`config.mk`:
```
export PLATFORM = sky130hd
export DESIGN_NAME = instr_fetch_stage
export DESIGN_NICKNAME = d
export VERILOG_FILES = /design/src/rtl/instr_fetch_stage_pkg.sv /design/src/rtl/instr_fetch_stage_if_id_reg.sv /design/src/rtl/instr_fetch_stage.sv
export SDC_FILE = /design/constraint.sdc
export NUM_CORES = 1
export LEC_CHECK = 0
export ABC_AREA = 0
export ABC_CLOCK_PERIOD_IN_PS = 2700
export CAP_MARGIN = 30
export CORE_MARGIN = 5
export CORE_UTILIZATION = 28
export CTS_BUF_LIST = sky130_fd_sc_hd__clkbuf_4 sky130_fd_sc_hd__clkbuf_8 sky130_fd_sc_hd__clkbuf_16
export DETAILED_ROUTE_END_ITERATION = 16
export GPL_TIMING_DRIVEN = 0
export MAX_ROUTING_LAYER = met4
export PLACE_DENSITY = 0.58
export SYNTH_ARGS = -nofsm -noshare
export SYNTH_HDL_FRONTEND = slang
export SYNTH_SLANG_ARGS = --single-unit
```
`constraint.sdc`:
```
create_clock -name clk -period 2.7 [get_ports clk]
set_clock_uncertainty 0.15 [all_clocks]
set_input_delay 0.675 -clock clk [delete_from_list [all_inputs] [get_ports clk]]
set_output_delay 0.675 -clock clk [all_outputs]
set_load 0.03 [all_outputs]
```
`src/rtl/instr_fetch_stage_pkg.sv`:
```
// instr_fetch_stage_pkg: shared FSM encoding, widths and constants for the fetch stage
package instr_fetch_stage_pkg;
    localparam int INSTR_W  = 32;
    localparam int OPCODE_W = 6;
    localparam logic [INSTR_W-1:0] NOP = 32'h0;
    typedef enum logic [1:0] {IDLE, FETCH, HOLD, DRAIN} fetch_state_e;
    function automatic logic [INSTR_W-1:0] pc_plus4(input logic [INSTR_W-1:0] pc);
        return pc + 32'd4;
    endfunction
endpackage

```
`src/rtl/instr_fetch_stage_if_id_reg.sv`:
```
// if_id_reg: IF/ID pipeline register with hold (stall) and invalidate (flush)
module if_id_reg
    import instr_fetch_stage_pkg::*;
(
    input  logic               clk,
    input  logic               rst_n,
    input  logic               i_stall,
    input  logic               i_flush,
    input  logic               i_load,
    input  logic [INSTR_W-1:0] i_instr,
    input  logic [INSTR_W-1:0] i_pc4,
    output logic [INSTR_W-1:0] o_instr,
    output logic [INSTR_W-1:0] o_pc4,
    output logic               o_valid
);
    logic [INSTR_W-1:0] r_instr;
    logic [INSTR_W-1:0] r_pc4;
    logic               r_valid;
    // flush beats stall; stall holds; an unstalled cycle without a load becomes a bubble
    always_ff @(posedge clk) begin
        if (!rst_n) begin
            r_instr <= NOP;
            r_pc4   <= '0;
            r_valid <= 1'b0;
        end else if (i_flush) begin
            r_valid <= 1'b0;
        end else if (!i_stall) begin
            r_valid <= i_load;
            if (i_load) begin
                r_instr <= i_instr;
                r_pc4   <= i_pc4;
            end
        end
    end
    assign o_instr = r_instr;
    assign o_pc4   = r_pc4;
    assign o_valid = r_valid;
endmodule

```
`src/rtl/instr_fetch_stage.sv`:
```
// instr_fetch_stage: PC, imem request FSM, pending buffer and IF/ID register.
// Define IFETCH_PERF_EN to add the fetch_count performance counter output.
module instr_fetch_stage
    import instr_fetch_stage_pkg::*;
#(
    parameter logic [INSTR_W-1:0] RESET_PC = 32'h0000_0000
) (
    input  logic                clk,
    input  logic                rst_n,
    input  logic                stall,
    input  logic                branch_taken,
    input  logic [INSTR_W-1:0]  branch_target,
    input  logic                jump,
    input  logic [INSTR_W-1:0]  jump_target,
    output logic                imem_req,
    output logic [INSTR_W-1:0]  imem_addr,
    input  logic                imem_ack,
    input  logic [INSTR_W-1:0]  imem_rdata,
    output logic [INSTR_W-1:0]  if_id_instr,
    output logic [INSTR_W-1:0]  if_id_pc4,
    output logic                if_id_valid,
    output logic [OPCODE_W-1:0] opcode
`ifdef IFETCH_PERF_EN
    ,
    output logic [31:0]         fetch_count
`endif
);
    fetch_state_e       r_state;
    fetch_state_e       w_next_state;
    logic [INSTR_W-1:0] r_pc;
    logic [INSTR_W-1:0] r_drain_addr;
    logic [INSTR_W-1:0] r_pend_instr;
    logic [INSTR_W-1:0] r_pend_pc4;
    logic [INSTR_W-1:0] w_next_pc;
    logic [INSTR_W-1:0] w_pc4;
    logic [INSTR_W-1:0] w_target;
    logic [INSTR_W-1:0] w_load_instr;
    logic [INSTR_W-1:0] w_load_pc4;
    logic               w_redirect;
    logic               w_load;
    logic               w_pend_wr;
    logic               w_drain_wr;

    assign w_pc4      = pc_plus4(r_pc);
    assign w_redirect = jump | branch_taken;
    assign w_target   = jump ? jump_target : branch_target;
    assign imem_req   = (r_state == FETCH) || (r_state == DRAIN);
    assign imem_addr  = (r_state == DRAIN) ? r_drain_addr : r_pc;
    assign opcode     = if_id_instr[INSTR_W-1 -: OPCODE_W];

    // next state, next pc and IF/ID load selection; a redirect always wins over a load
    always_comb begin
        w_next_state = r_state;
        w_next_pc    = r_pc;
        w_load       = 1'b0;
        w_load_instr = imem_rdata;
        w_load_pc4   = w_pc4;
        w_pend_wr    = 1'b0;
        w_drain_wr   = 1'b0;
        case (r_state)
            IDLE: begin
                w_next_state = FETCH;
                if (w_redirect) w_next_pc = w_target;
            end
            FETCH: begin
                if (w_redirect) begin
                    w_next_pc    = w_target;
                    w_next_state = imem_ack ? FETCH : DRAIN;
                    w_drain_wr   = !imem_ack;
                end else if (imem_ack) begin
                    w_next_pc    = w_pc4;
                    w_load       = !stall;
                    w_pend_wr    = stall;
                    w_next_state = stall ? HOLD : FETCH;
                end
            end
            HOLD: begin
                if (w_redirect) begin
                    w_next_pc    = w_target;
                    w_next_state = FETCH;
                end else if (!stall) begin
                    w_load       = 1'b1;
                    w_load_instr = r_pend_instr;
                    w_load_pc4   = r_pend_pc4;
                    w_next_state = FETCH;
                end
            end
            DRAIN: begin
                if (w_redirect) w_next_pc = w_target;
                if (imem_ack) w_next_state = FETCH;
            end
        endcase
    end

    // state, pc, drained-request address and pending buffer registers
    always_ff @(posedge clk) begin
        if (!rst_n) begin
            r_state      <= IDLE;
            r_pc         <= RESET_PC;
            r_drain_addr <= RESET_PC;
            r_pend_instr <= NOP;
            r_pend_pc4   <= '0;
        end else begin
            r_state <= w_next_state;
            r_pc    <= w_next_pc;
            if (w_drain_wr) r_drain_addr <= r_pc;
            if (w_pend_wr) begin
                r_pend_instr <= imem_rdata;
                r_pend_pc4   <= w_pc4;
            end
        end
    end

    if_id_reg u_if_id (
        .clk     (clk),
        .rst_n   (rst_n),
        .i_stall (stall),
        .i_flush (w_redirect),
        .i_load  (w_load),
        .i_instr (w_load_instr),
        .i_pc4   (w_load_pc4),
        .o_instr (if_id_instr),
        .o_pc4   (if_id_pc4),
        .o_valid (if_id_valid)
    );

`ifdef IFETCH_PERF_EN
    logic [31:0] r_fetch_count;
    // count every valid word loaded into IF/ID
    always_ff @(posedge clk) begin
        if (!rst_n) r_fetch_count <= '0;
        else if (w_load) r_fetch_count <= r_fetch_count + 32'd1;
    end
    assign fetch_count = r_fetch_count;
`endif
endmodule

```
After elaboration in Yosys (flattened, before gate mapping)
Index checks and enable logic that the tools add are counted.
Word-level totals
  input port bits: 102
  output and inout bits: 104
  word-level logic and storage cells: 55
  register bits after elaboration: 195
Operators by class
  equality and inequality tests: 7
  bitwise operators: 4
  muxes and demuxes: 26
  $add $sub $neg: 1
  reductions and logical operators: 9
Operators by type and width (count)
  $mux 32: 7
  $pmux 32 s2: 1
  $add 32x3->32 const B: 1
  $mux 2: 7
  $mux 1: 9
  $pmux 2 s4: 1
  $ne 3x2->1 const B: 2
  $reduce_and 3->1: 2
  $eq 2x2->1 const B: 2
  $not 1->1: 3
  $reduce_or 3->1: 1
  $eq 2x1->1 const B: 1
  $logic_not 1->1: 2
  $logic_not 2->1: 1
  $ne 2x1->1 const B: 1
  $ne 2x2->1 const B: 1
  $pmux 1 s2: 1
  $reduce_and 2->1: 1
  $reduce_or 2->1: 1
  $logic_or 1x1->1: 1
  $or 1x1->1: 1

Depth between registers and ports, before layout
  word-level depth: 5
  depth in mapped cells: 9
  depth with buffers taken out: 7

Modules after synthesis
A second synthesis with hierarchy kept.
Unflattened totals
  cell total of the unflattened synthesis: 1190
  area, all modules: 9761.9 um2
By module, submodules not included
  instr_fetch_stage: sequential area each 2602.5 um2, area each 7109.3 um2, cells an instance 909, times used 1
  if_id_reg: sequential area each 1301.2 um2, area each 2652.5 um2, cells an instance 281, times used 1

Worst setup path after synthesis
No wires, ideal clock.
  path kind: input port to flip-flop
  start point: input port branch_taken
  end point: register u_if_id.r_pc4[2] (netlist: u_if_id.o_pc4[2])
  path slack: 0.186 ns
  data required time: 2.419 ns
  arrival time: 2.233 ns
  library setup time: 0.131 ns
  path buffers: 3
  cell stages on the path: 7
  cells stage by stage: clkbuf_1 -> or2_2 -> or4_1 -> buf_2 -> clkbuf_1 -> a211oi_1 -> nor3_1
Between the ends
  cells in the longest elaborated chain, start to end: 4
  elaborated cells on any way between the ends: 6
  those cells by class: 3 x mux; 2 x bitwise; 1 x reduce/logical
Ends and longest elaborated chain
  from (decl): RTL line instr_fetch_stage.sv:11  | input logic branch_taken,
  $or 1x1->1 *: RTL line instr_fetch_stage.sv:45  | assign w_redirect = jump | branch_taken;
  $mux 1 (on tied branches): RTL line instr_fetch_stage.sv:78, instr_fetch_stage.sv:66
  $pmux 1 s2: RTL line instr_fetch_stage.sv:60  | case (r_state)
  $reduce_and 3->1 (no line) *
  to (signal assigned): RTL line instr_fetch_stage_if_id_reg.sv:31  | r_pc4 <= i_pc4;
  to (decl): RTL line instr_fetch_stage_if_id_reg.sv:17  | logic [INSTR_W-1:0] r_pc4;
Mark *: on every way between the ends. The rest lies on a longest branch, timed or not.
A chain may end at the register's enable or synchronous reset.

Worst setup path after layout
  start point: register r_state[0]
  end point: output port imem_addr[30]
Between the ends
  cells in the longest elaborated chain, start to end: 2
Ends and longest elaborated chain
  from (decl): RTL line instr_fetch_stage.sv:28  | fetch_state_e r_state;
  from (signal assigned): RTL line instr_fetch_stage.sv:104  | r_state <= w_next_state;
  $eq 2x2->1: RTL line instr_fetch_stage.sv:48  | assign imem_addr = (r_state == DRAIN) ? r_drain_addr : r_pc;
  $mux 32: RTL line instr_fetch_stage.sv:48
  to (decl): RTL line instr_fetch_stage.sv:16  | output logic [INSTR_W-1:0] imem_addr,
Every way passes these cells.

==> metrics <==
CTS buffer count=17; vias per cell=5.05; WL per Instance=19.0 um; WS Path Type=flop to output pin; Yosys warning total=0; max_cap viols=0; global route overflow=0; Avg Cell Area, Syn=8.09 um2; clk_lat worst skew=0.46 ns; worst slew pin tran=0.833 ns; RSZ-0062 raised after global routing=true; vias in the first global route=8554; cell area after synthesis=9220 um2; crit share post-route=98.8%; cell leakage power=4.30 nW; CTS Buffer Depth=2; CP max FO=6; Yosys cell types=56; WHS Endpoint=u_if_id.o_pc4[5]; fin area=12500 um2; Root Driver=clkbuf_16; CP startpoint kind=flop; Most Crowded Layer GR=met2; Starting DRT DRC Count=728; Seq/Total Area, Yosys=42.3%; Yosys top cell by area=dfxtp_1; first-pass GRT wire length=51.5 mm; met1 GRT Util=26.3%; Post-Route WL=34.7 mm; Fmax=375 MHz; clock-pin slew on the worst setup and hold paths=0.08 ns; chip height=191 um; Hold Worst Slack=0.303 ns; R2R Path Start=r_pc[7]; Hold Crit Start=u_if_id.o_pc4[5]; Post-synth EDFFs=0; Most used DFF post-synth=dfxtp_1; M2 GR Usage=28.6%; fin util=38.5%; placed instance area=11800 um2; antenna violations before repair=1; # clock sinks=195; die area=36700 um2; Detailed Place HPWL=26.3 mm; reg2reg end=u_if_id.o_pc4[21]; met3 usage=2.96%; Horiz. Die Dim=191 um; CP endpoint kind=output pin; PwrDens=538 nW/um2; Final WS setup=0.0322 ns; ranking of synthesized cells by area=dfxtp_1 (42%), nand2_1 (8.5%), mux2i_1 (6.2%); IO Pins=206; Via Count=9190; Syn-to-layout area delta=36.0%; top cell type's share of synthesized area=42.3%; Placed Cells=1783; min Tclk post-route=2.67 ns; routability cong.=0.910; CTS H-tree lvls=4; Port Buf Inserts=202; placement row count=66; post-route insts no fill=1821; Worst Hold Class=flop to flop; Initial Utilization=28.3%; Antenna Violating Nets Remaining=0; Post-Synthesis Cells=1139; Critical Path RT=1.88 ns; Final setup viols=0; r2r setup slk=0.14 ns; final net count=1472; TritonCTS clock tree=yes; floorplan core area=32500 um2; largest net degree at the start of global routing=22; first drt pass iteration count=7; relative slew slack=44.5%; Overall Power=6.75 mW; number of synthesized register bits=195; setup TNS=0 ns; DP Worst Slack=-0.923 ns; Max VDD drop=0.474 mV; final hold violation count=0; drt drc=0; Overall Global Routing Usage=18.8%; Slew Limit Fails=0; Async SR Flop Fraction=0%; depth of the worst hold-timing path=2; outcome=finished clean; arrival time at the worst endpoint=1.84 ns; reg2reg path depth=5; share of cells above drive strength 1=12.6%; Mapped Nets=1246
cells in the final DEF, fill, tap and decap left out, types with 11 or more instances in the layout:
master           Yosys  routed
a211oi_1            43      43
a21oi_1            112     112
buf_2               19      25
buf_4                6      16
clkbuf_1            73      60
clkbuf_16            0      19
clkbuf_2             2      19
clkdlybuf4s15_2      0      11
clkdlybuf4s50_1      0     169
dfxtp_1            195     192
inv_1               13      13
mux2_2              31      31
mux2i_1             57      57
nand2_1            208     207
nand3_1             49      49
nand4_1             12      12
nor2_1              96      92
nor3_1              23      23
o21ai_0             46      44
xor2_1              15      15
kinds of logic after synthesis:
| kind of cell | after synthesis | synth area share, % |
|---|---|---|
| muxes | 88 | 9.98 |
| AOI/OAI and AO/OA | 272 | 18.0 |
| and+or+nand+nor | 432 | 21.1 |
| adders and majority gates | 5 | 0.679 |
| buffers and inverters | 123 | 5.62 |
| DFF | 195 | 42.3 |
| xor gates and xnor gates | 24 | 2.28 |
Yosys cell counts (2+ instances only):
cell type and instances:
a211oi_1 43, a21oi_1 112, a31o_2 2, a31oi_1 9, and3_1 6, and4_1 5, buf_1 8, buf_2 19
buf_4 6, clkbuf_1 73, clkbuf_2 2, dfxtp_1 195, ha_1 5, inv_1 13, mux2_2 31, mux2i_1 57
nand2_1 208, nand2b_1 2, nand3_1 49, nand4_1 12, nor2_1 96, nor3_1 23, nor4_1 12, nor4_4 2
o2111ai_1 3, o211a_1 2, o211ai_1 10, o21a_1 4, o21ai_0 46, o21ai_1 2, o221ai_1 10, o22ai_1 10
o311ai_0 2, o31a_1 6, o31ai_1 4, o32ai_1 2, or2_2 5, or4_1 3, xnor2_1 9, xor2_1 15
how the worst max path moves through the flow:
| stage | slack, ns | depth (start not counted) | to | from |
|---|---|---|---|---|
| floorplan | 0.19 | 7 | u_if_id.o_pc4[2] | branch_taken |
| global placement | -0.89 | 5 | imem_addr[18] | r_state[0] |
| detailed placement | -0.92 | 5 | imem_addr[18] | r_state[0] |
| CTS | 0.0002 | 5 | imem_addr[18] | r_state[0] |
| global route | -0.001 | 4 | imem_addr[13] | r_state[0] |
| finish | 0.03 | 5 | imem_addr[30] | r_state[0] |
cell type report:
type	count	area [um2]
Buffer	108	547
Clock buffer	17	425
Fill cell	3406	20000
Timing Repair Buffer	208	2010
Antenna cell	1	2.50
Clock inverter	15	180
Inverter	14	52.6
Tap cell	442	553
Sequential cell	195	3910
Multi-Input combinational cell	821	4860
worst max-delay path, stage by stage, from the launching register on:
cell       delay, ns
dfxtp_4         0.38
ha_4            0.18
clkbuf_16       0.17
clkbuf_16       0.15
mux2_2          0.33
buf_4           0.17
repair_timing:
item | 4_1_cts | 5_1_grt
cloned | 0 | 2
pin swaps | 2 | 0
hold buffers | 0 | 0
resized for setup | 155 | 53
buffers inserted | 3 | 1
endpoints found under the setup margin | 107 | 110
state kept, by name (all words and copies together), names as in the netlist:
| register | count |
|---|---|
| r_drain_addr | 32 |
| u_if_id.o_valid | 1 |
| r_pend_pc4 | 32 |
| r_pend_instr | 32 |
| r_state | 2 |
| r_pc | 32 |
| u_if_id.o_pc4 | 32 |
| u_if_id.o_instr | 32 |
layer usage:
layer | up-vias | part of all wire (%)
met4 | 0 | 1.6
li1 | 4470 | -
met3 | 45 | 7.0
met5 | - | 0
met2 | 396 | 45
met1 | 4279 | 46
where the power goes:
group | total [mW] | internal, mW | leakage, nW | switching (mW)
combinational | 1.09 | 0.438 | 2.42 | 0.655
sequential | 3.03 | 2.96 | 1.58 | 0.0746
clock | 2.62 | 1.26 | 0.292 | 1.36
(Power assumes the default switching activity.)
